$ cat src/rtl/seg_scan_driver.sv
// seg_scan_driver
//   Multiplexed driver for a 4-digit, common-anode 7-segment display.
//   It scans one digit per REFRESH_DIV clocks. New values are staged in a
//   pending register and become visible only at a frame boundary, so one
//   scan never shows a mix of old and new digits.
//
// Parameters
//   REFRESH_DIV  clk cycles per digit slot (>= 2)
//   BLINK_DIV    clk cycles per blink half-period (>= 2); only used with
//                SEG_BLINK_EN
//
// Ports
//   clk         in   system clock, rising edge
//   resetn      in   asynchronous, active-low reset
//   num[15:0]   in   four BCD digits, [15:12] = digit 0 (leftmost)
//   load        in   capture strobe for num
//   dp[3:0]     in   decimal points, active-high, dp[3] = digit 0
//   sel[3:0]    in   blink select, active-high, sel[3] = digit 0
//   seg[7:0]    out  {dp,g,f,e,d,c,b,a}, active-low, registered
//   anode[3:0]  out  digit enables, active-low, registered, anode[3] = digit 0
//   frame_done  out  one-cycle pulse after the last slot of each scan
//
// Build option
//   SEG_BLINK_EN  when defined, selected digits blank during the odd blink
//                 phase; when undefined, sel and BLINK_DIV have no effect.

module seg_scan_driver #(
  parameter int unsigned REFRESH_DIV = 100000,
  parameter int unsigned BLINK_DIV   = 50000000
) (
  input  logic        clk,
  input  logic        resetn,
  input  logic [15:0] num,
  input  logic        load,
  input  logic [3:0]  dp,
  input  logic [3:0]  sel,
  output logic [7:0]  seg,
  output logic [3:0]  anode,
  output logic        frame_done
);

  localparam int unsigned RC_W = $clog2(REFRESH_DIV);
  localparam logic [RC_W-1:0] RC_LAST = RC_W'(REFRESH_DIV - 1);

  logic [RC_W-1:0] rc;
  logic [1:0]      idx;
  logic [15:0]     disp_q;
  logic [15:0]     pend_q;
  logic            pend_flag;

  logic            boundary;
  logic [3:0]      digit;
  logic [6:0]      pattern;
  logic [3:0]      anode_d;
  logic [7:0]      seg_d;

`ifdef SEG_BLINK_EN
  localparam int unsigned BC_W = $clog2(BLINK_DIV);
  localparam logic [BC_W-1:0] BC_LAST = BC_W'(BLINK_DIV - 1);

  logic [BC_W-1:0] bc;
  logic            blink_phase;

  always_ff @(posedge clk or negedge resetn) begin
    if (!resetn) begin
      bc          <= '0;
      blink_phase <= 1'b0;
    end else begin
      if (bc == BC_LAST) begin
        bc          <= '0;
        blink_phase <= ~blink_phase;
      end else begin
        bc <= bc + BC_W'(1);
      end
    end
  end
`else
  localparam int unsigned UNUSED_BLINK_DIV = BLINK_DIV;
  logic unused_sel;
  assign unused_sel = ^sel;
`endif

  // Next-cycle outputs are decoded from the current rc/idx/display state.
  always_comb begin
    boundary = (idx == 2'd3) && (rc == RC_LAST);

    case (idx)
      2'd0:    digit = disp_q[15:12];
      2'd1:    digit = disp_q[11:8];
      2'd2:    digit = disp_q[7:4];
      default: digit = disp_q[3:0];
    endcase

    case (digit)
      4'd0:    pattern = 7'b1000000;
      4'd1:    pattern = 7'b1111001;
      4'd2:    pattern = 7'b0100100;
      4'd3:    pattern = 7'b0110000;
      4'd4:    pattern = 7'b0011001;
      4'd5:    pattern = 7'b0010010;
      4'd6:    pattern = 7'b0000010;
      4'd7:    pattern = 7'b1111000;
      4'd8:    pattern = 7'b0000000;
      4'd9:    pattern = 7'b0010000;
      default: pattern = 7'b1111111;
    endcase

    // The first cycle of every slot keeps all anodes off so the previous
    // digit's segments never flash on the new digit.
    anode_d = '1;
    if (rc != '0) anode_d[2'd3 - idx] = 1'b0;

    seg_d = {~dp[2'd3 - idx], pattern};
`ifdef SEG_BLINK_EN
    if (blink_phase && sel[2'd3 - idx]) seg_d = '1;
`endif
  end

  always_ff @(posedge clk or negedge resetn) begin
    if (!resetn) begin
      rc         <= '0;
      idx        <= '0;
      disp_q     <= '0;
      pend_q     <= '0;
      pend_flag  <= 1'b0;
      seg        <= '1;
      anode      <= '1;
      frame_done <= 1'b0;
    end else begin
      seg        <= seg_d;
      anode      <= anode_d;
      frame_done <= boundary;

      if (rc == RC_LAST) begin
        rc  <= '0;
        idx <= idx + 2'd1;
      end else begin
        rc <= rc + RC_W'(1);
      end

      if (load) pend_q <= num;

      // A load landing on the boundary bypasses the pending stage entirely.
      if (boundary) begin
        if (load)           disp_q <= num;
        else if (pend_flag) disp_q <= pend_q;
        pend_flag <= 1'b0;
      end else if (load) begin
        pend_flag <= 1'b1;
      end
    end
  end

endmodule

$ cat config.mk
export PLATFORM = sky130hd
export DESIGN_NAME = seg_scan_driver
export DESIGN_NICKNAME = d
export VERILOG_FILES = /design/src/rtl/seg_scan_driver.sv
export SDC_FILE = /design/constraint.sdc
export NUM_CORES = 1
export LEC_CHECK = 0
export CAP_MARGIN = 0
export CORE_MARGIN = 4
export CORE_UTILIZATION = 30
export DETAILED_ROUTE_END_ITERATION = 8
export DONT_BUFFER_PORTS = 1
export GPL_TIMING_DRIVEN = 0
export PLACE_DENSITY = 0.45
export SLEW_MARGIN = 40
export SYNTH_ARGS = -nofsm -noshare
export SYNTH_HDL_FRONTEND = slang
export SYNTH_SLANG_ARGS = --single-unit
$ cat constraint.sdc
create_clock -name clk -period 2.7 [get_ports clk]
set_input_delay 0.135 -clock clk [delete_from_list [all_inputs] [get_ports clk]]
set_output_delay 0.135 -clock clk [all_outputs]
set_load 0.01 [all_outputs]
# Yosys cells after proc, flatten, opt, wreduce, memory -nomap -nowiden
# Memory sizes are Yosys's and may differ from the RTL's. A register that Yosys moved wholly into a read port is not among the register bits.
# Index checks and enable logic that the tools add are counted.
[totals] reg_bits=65 latchBits=0 ramBits=0 rom_bits=112 inputBits=27 out_inout_bits=13 wordCells=39 n_memories=1
[mem_list] name="(name not given)" depth=16 word_bits=7 rd=1 rd_ports_with_merged_regs=1 write_ports=0 line="94" source="case (digit)"
[classes] addsub=3 n_mul=0 n_div=0 n_lt_le_gt_ge=2 eq_ne=4 shifts=0 mux=11 n_bitwise=2 reduce_logical=8
[ops] op="2-to-1 mux 16 bit" n=2
[ops] op="adder 17 x 1 -> 17 bit, second input constant" n=1
[ops] op="equality test 17 bit, second input constant" n=1
[ops] op="2-to-1 mux 17 bit" n=1
[ops] op="nonzero test 17 bit" n=1
[ops] op="one-hot mux 4 bit (3 select lines)" n=1
[ops] op="equality test 2 bit, second input constant" n=2
[ops] op="2-to-1 mux 1 bit" n=4
[ops] op="2-to-1 mux 4 bit" n=1
[ops] op="NOT 4 bit" n=1
[ops] op="nonzero test 2 bit" n=2
[ops] op="less-than comparator 2 x 3 -> 1 bit, second input constant" n=1
[ops] op="adder 2 x 1 -> 2 bit, second input constant" n=1
[ops] op="binary-select mux 1 bit (select 2 bit)" n=1
[ops] op="demux 1 bit (select 2 bit)" n=1
[ops] op="equality test 2 x 1 -> 1 bit, second input constant" n=1
[ops] op=">= comparator 2 x 1 -> 1 bit, second input constant" n=1
[ops] op="logical AND 1 bit" n=2
[ops] op="logical NOT 2 bit" n=1
[ops] op="AND reduction 2 bit" n=1
[ops] op="subtractor 2 bit, first input constant" n=1
[ops] op="logical NOT 1 bit" n=1
[ops] op="NOT 1 bit" n=1

# Depth between registers and ports, before layout
[depth] word_depth=7 ltp_mapped=8 ltp_nobuf=8

# Least setup slack after synthesis
# OpenSTA, ideal clock, no wires.
[synth_timing] kind="register to register" start="reg rc[0]" end="reg disp_q[10]" setup_time_ns=0.125 arrival_time_ns=1.865 t_required_ns=2.575 slack_ns=0.709 stages_incl_launch_ff=7 n_path_buf=1 period_less_slack_ns=1.991 cell_sequence="dfrtp_1 ha_1 and4_4 nand3_2 nor4_4 buf_8 mux2_4"
[synth_via] elab_chain_len=3
[synth_lines] element="from (decl)" line="45" source="logic [RC_W-1:0] rc;"
[synth_lines] element="from (signal assigned)" line="138" source="rc <= rc + RC_W'(1);"
[synth_lines] element="equality test 17 bit" line="85" source="boundary = (idx == 2'd3) && (rc == RC_LAST);"
[synth_lines] element="logical AND 1 bit" line="85"
[synth_lines] element="AND reduction 2 bit (no line)"
[synth_lines] element="to (signal assigned)" line="145" source="if (load) disp_q <= num;"
[synth_lines] element="to (signal assigned)" line="146" source="else if (pend_flag) disp_q <= pend_q;"
[synth_lines] element="to (decl)" line="47" source="logic [15:0] disp_q;"
# No other way between the ends.
# A chain may end at the register's enable or synchronous reset.

# Final worst setup path
[layout_timing] start="reg rc[0]" end="reg disp_q[15]"
# The elaborated chain is that of the path after synthesis.

==> results.toml <==
[run_status]
run_status = "complete, no violations"

[grt]
track_usage = 0.107
grt_start_max_net_pins = 66
busiest_layer = "met2"
wire_length_of_the_first_global_routing_pass_um = 9300
grtUsageMet3 = 0.0439
grt_overflow = 0
grt_use_met2 = 0.163
grt_met1_use = 0.137
grt_pass1_vias = 1814
grt_antenna_before_repair = 0

[setup_path]
critical_path_required_ns = 2.92
worst_setup_path_start_kind = "register"
critical_path.endpoint_type = "register"
worstPathArrival_ns = 2.44
crit_type = "reg -> reg"
crit_fanout = 10

[timing]
tightest_slew_ns = 0.774
post-route-period-util = 0.823
fmax_mhz = 450
worst_setup_slack_final_ns = 0.478
tns_ns = 0
relative_slew_slack = 0.481
fin_worst_hold_slack_ns = 0.0375
final.setup_skew_ns = 0.00960
slew_violations = 0
unrepaired_setup_endpoints_after_global_routing = "false"
post_layout_min_period_ns = 2.22
finalSetupViolCount = 0
number_of_hold_slack_violations_in_the_final_timing_report = 0

[layout]
design.final.nets = 288
post_layout_nonfiller_instances = 385
fin_util = 0.373
insertedDiodeCount = 0
layout-drive-gt1-share = 0.293
final_area_um2 = 3490
layout-area-overhead-vs-synth_pct = 19.3

[clocking]
clock_insertion_delay_worst_skew_ns = 0.34
cts-resized-gates = 0
numCtsBuffers = 9
clk_pin_slew_ns = 0.07
cts.hold.buffers_added = 18
maximum_count_of_clock_buffers_along_a_single_path = 2
cts_post_setup_buffers_inserted = 0
htreeDepth = 3
cts_tree = "done"
clock-root-buffer = "clkbuf_8"
clock-sinks = 65

[logic_synthesis]
postSynthCellCount = 222
synth.net_count = 259
cell_area_after_synthesis_um2 = 2930
postSynthRegisterBits = 65
part_of_the_yosys_area_used_for_sequential_elements = 0.560
synthesis.yosys.warnings = 0
synth_area_leaders = "dfrtp_1, dfstp_2, mux2_2"
primary_ff_master_synth = "dfrtp_1"
netlist.area_leader.share = 0.453
synth_top_area_cell = "dfrtp_1"
synthDistinctLibCells = 38
syn_area_per_cell_um2 = 13.2
synth-async-reset-ratio = 1.00
synth-edff-count = 0

[pwr]
ir_drop_uv = 194
pwr_density_cell_nw_per_um2 = 555
total_power_mw = 1.94
power.leakage_nw = 1.54

[detailed_routing]
routed_wire_length_per_instance_um = 14.7
drt-vias-per-instance = 4.46
antenna_violating_nets_post_route = 0
finalWirelength_um = 5670
drc_errors = 0
routed-via-count = 1718
drt-pass1-iter-count = 4
detailedRoute.firstIterationViolations = 69

[place]
dpl-instance-area_um2 = 3090
buffer_ports.inserted = 0
placer_s_final_routability_congestion_estimate = 0.663
numPlacedInstances = 351
dp_worst_setup_slack_ns = 0.431
dp.final_hpwl_um = 3790

[floorplan]
die_area_um2 = 11400
placement_rows = 35
initial_core_util = 0.313
top_level_ports = 40
die_width_um = 107
coreArea_um2 = 9370
floorplan.die.height_um = 107

[hold_path]
min_path_type = "in -> reg"

[flow_run]
max_cap_viol_count = 0
path summary, 6_finish.rpt:
kind / from / end / slack (ns) / depth (start not counted)
worst max-delay path: rc[0] / disp_q[15] / 0.48 / 6
max in group asynchronous: resetn / seg[7] / 2.03 / 2
worst min-delay path: dp[3] / seg[7] / 0.04 / 2
min in group asynchronous: resetn / pend_q[13] / 0.35 / 2
worst min register to register: pend_flag / pend_flag / 0.49 / 2
worst max register to register: rc[0] / disp_q[15] / 0.48 / 6
cell usage after synthesis, types with 5 or more instances:
cell type,n
a21oi_1,5
dfrtp_1,53
dfstp_2,12
ha_1,10
inv_1,14
mux2_2,25
mux2_4,10
mux2i_1,6
nand2_1,12
nand3_1,8
nand4_1,5
nor2_1,9
nor3_1,7
xnor2_1,9
xor2_1,5
worst max-delay path, stage by stage, from the launching register on:
cell     delay (ns)
dfrtp_1        0.41
ha_1           0.22
and4_4         0.28
nand3_2        0.12
nor4_4         0.53
buf_8          0.24
mux2_4         0.31
per-layer routing:
layer | vias up | part of all wire
met3 | 4 | 0.040
met4 | 0 | 0.0074
met5 | - | 0
met2 | 31 | 0.48
met1 | 840 | 0.47
li1 | 843 | -
placed cells by master (no fill, tap or decap), drive strengths merged, types with 2 or more instances in the layout:
cell type,n
a222oi,4
dfstp,12
inv,14
mux2,35
nand3,9
nand4,5
clkbuf,12
and3,2
ha,10
nor3,9
nor2b,2
o21ai,4
clkinv,5
nor4,3
dfrtp,53
buf,3
dlygate4sd3,17
a21oi,5
nor2,9
and4,2
xor2,5
nand2,12
xnor2,9
mux2i,6
cell type report:
type / count / area, µm²
Fill cell: 949 / 5880
Sequential cell: 65 / 1640
Multi-Input combinational cell: 139 / 1210
Timing Repair Buffer: 18 / 198
Tap cell: 129 / 161
Clock buffer: 11 / 151
Inverter: 15 / 56.3
Clock inverter: 5 / 53.8
Buffer: 3 / 22.5
cell families (layout without fill, tap and decap cells):
group / Yosys count / in the layout / synth area share
fa+ha+maj: 10 / 10 / 0.0427
mux: 42 / 42 / 0.175
flops: 65 / 65 / 0.560
buf+inv: 18 / 52 / 0.0269
xor+xnor: 14 / 14 / 0.0418
simple gates: 57 / 57 / 0.117
compound gates: 16 / 16 / 0.0363
power breakdown:
| group | switching (mW) | internal (mW) | total, mW |
|---|---|---|---|
| Clock | 0.376 | 0.474 | 0.849 |
| Combinational | 0.0400 | 0.0444 | 0.0844 |
| Sequential | 0.00568 | 0.999 | 1.00 |
registers in the layout (all words and copies together) (netlist names):
| name | count |
|---|---|
| pend_flag | 1 |
| rc | 17 |
| disp_q | 16 |
| seg | 8 |
| frame_done | 1 |
| anode | 4 |
| idx | 2 |
| pend_q | 16 |
(Power assumes the default switching activity.)
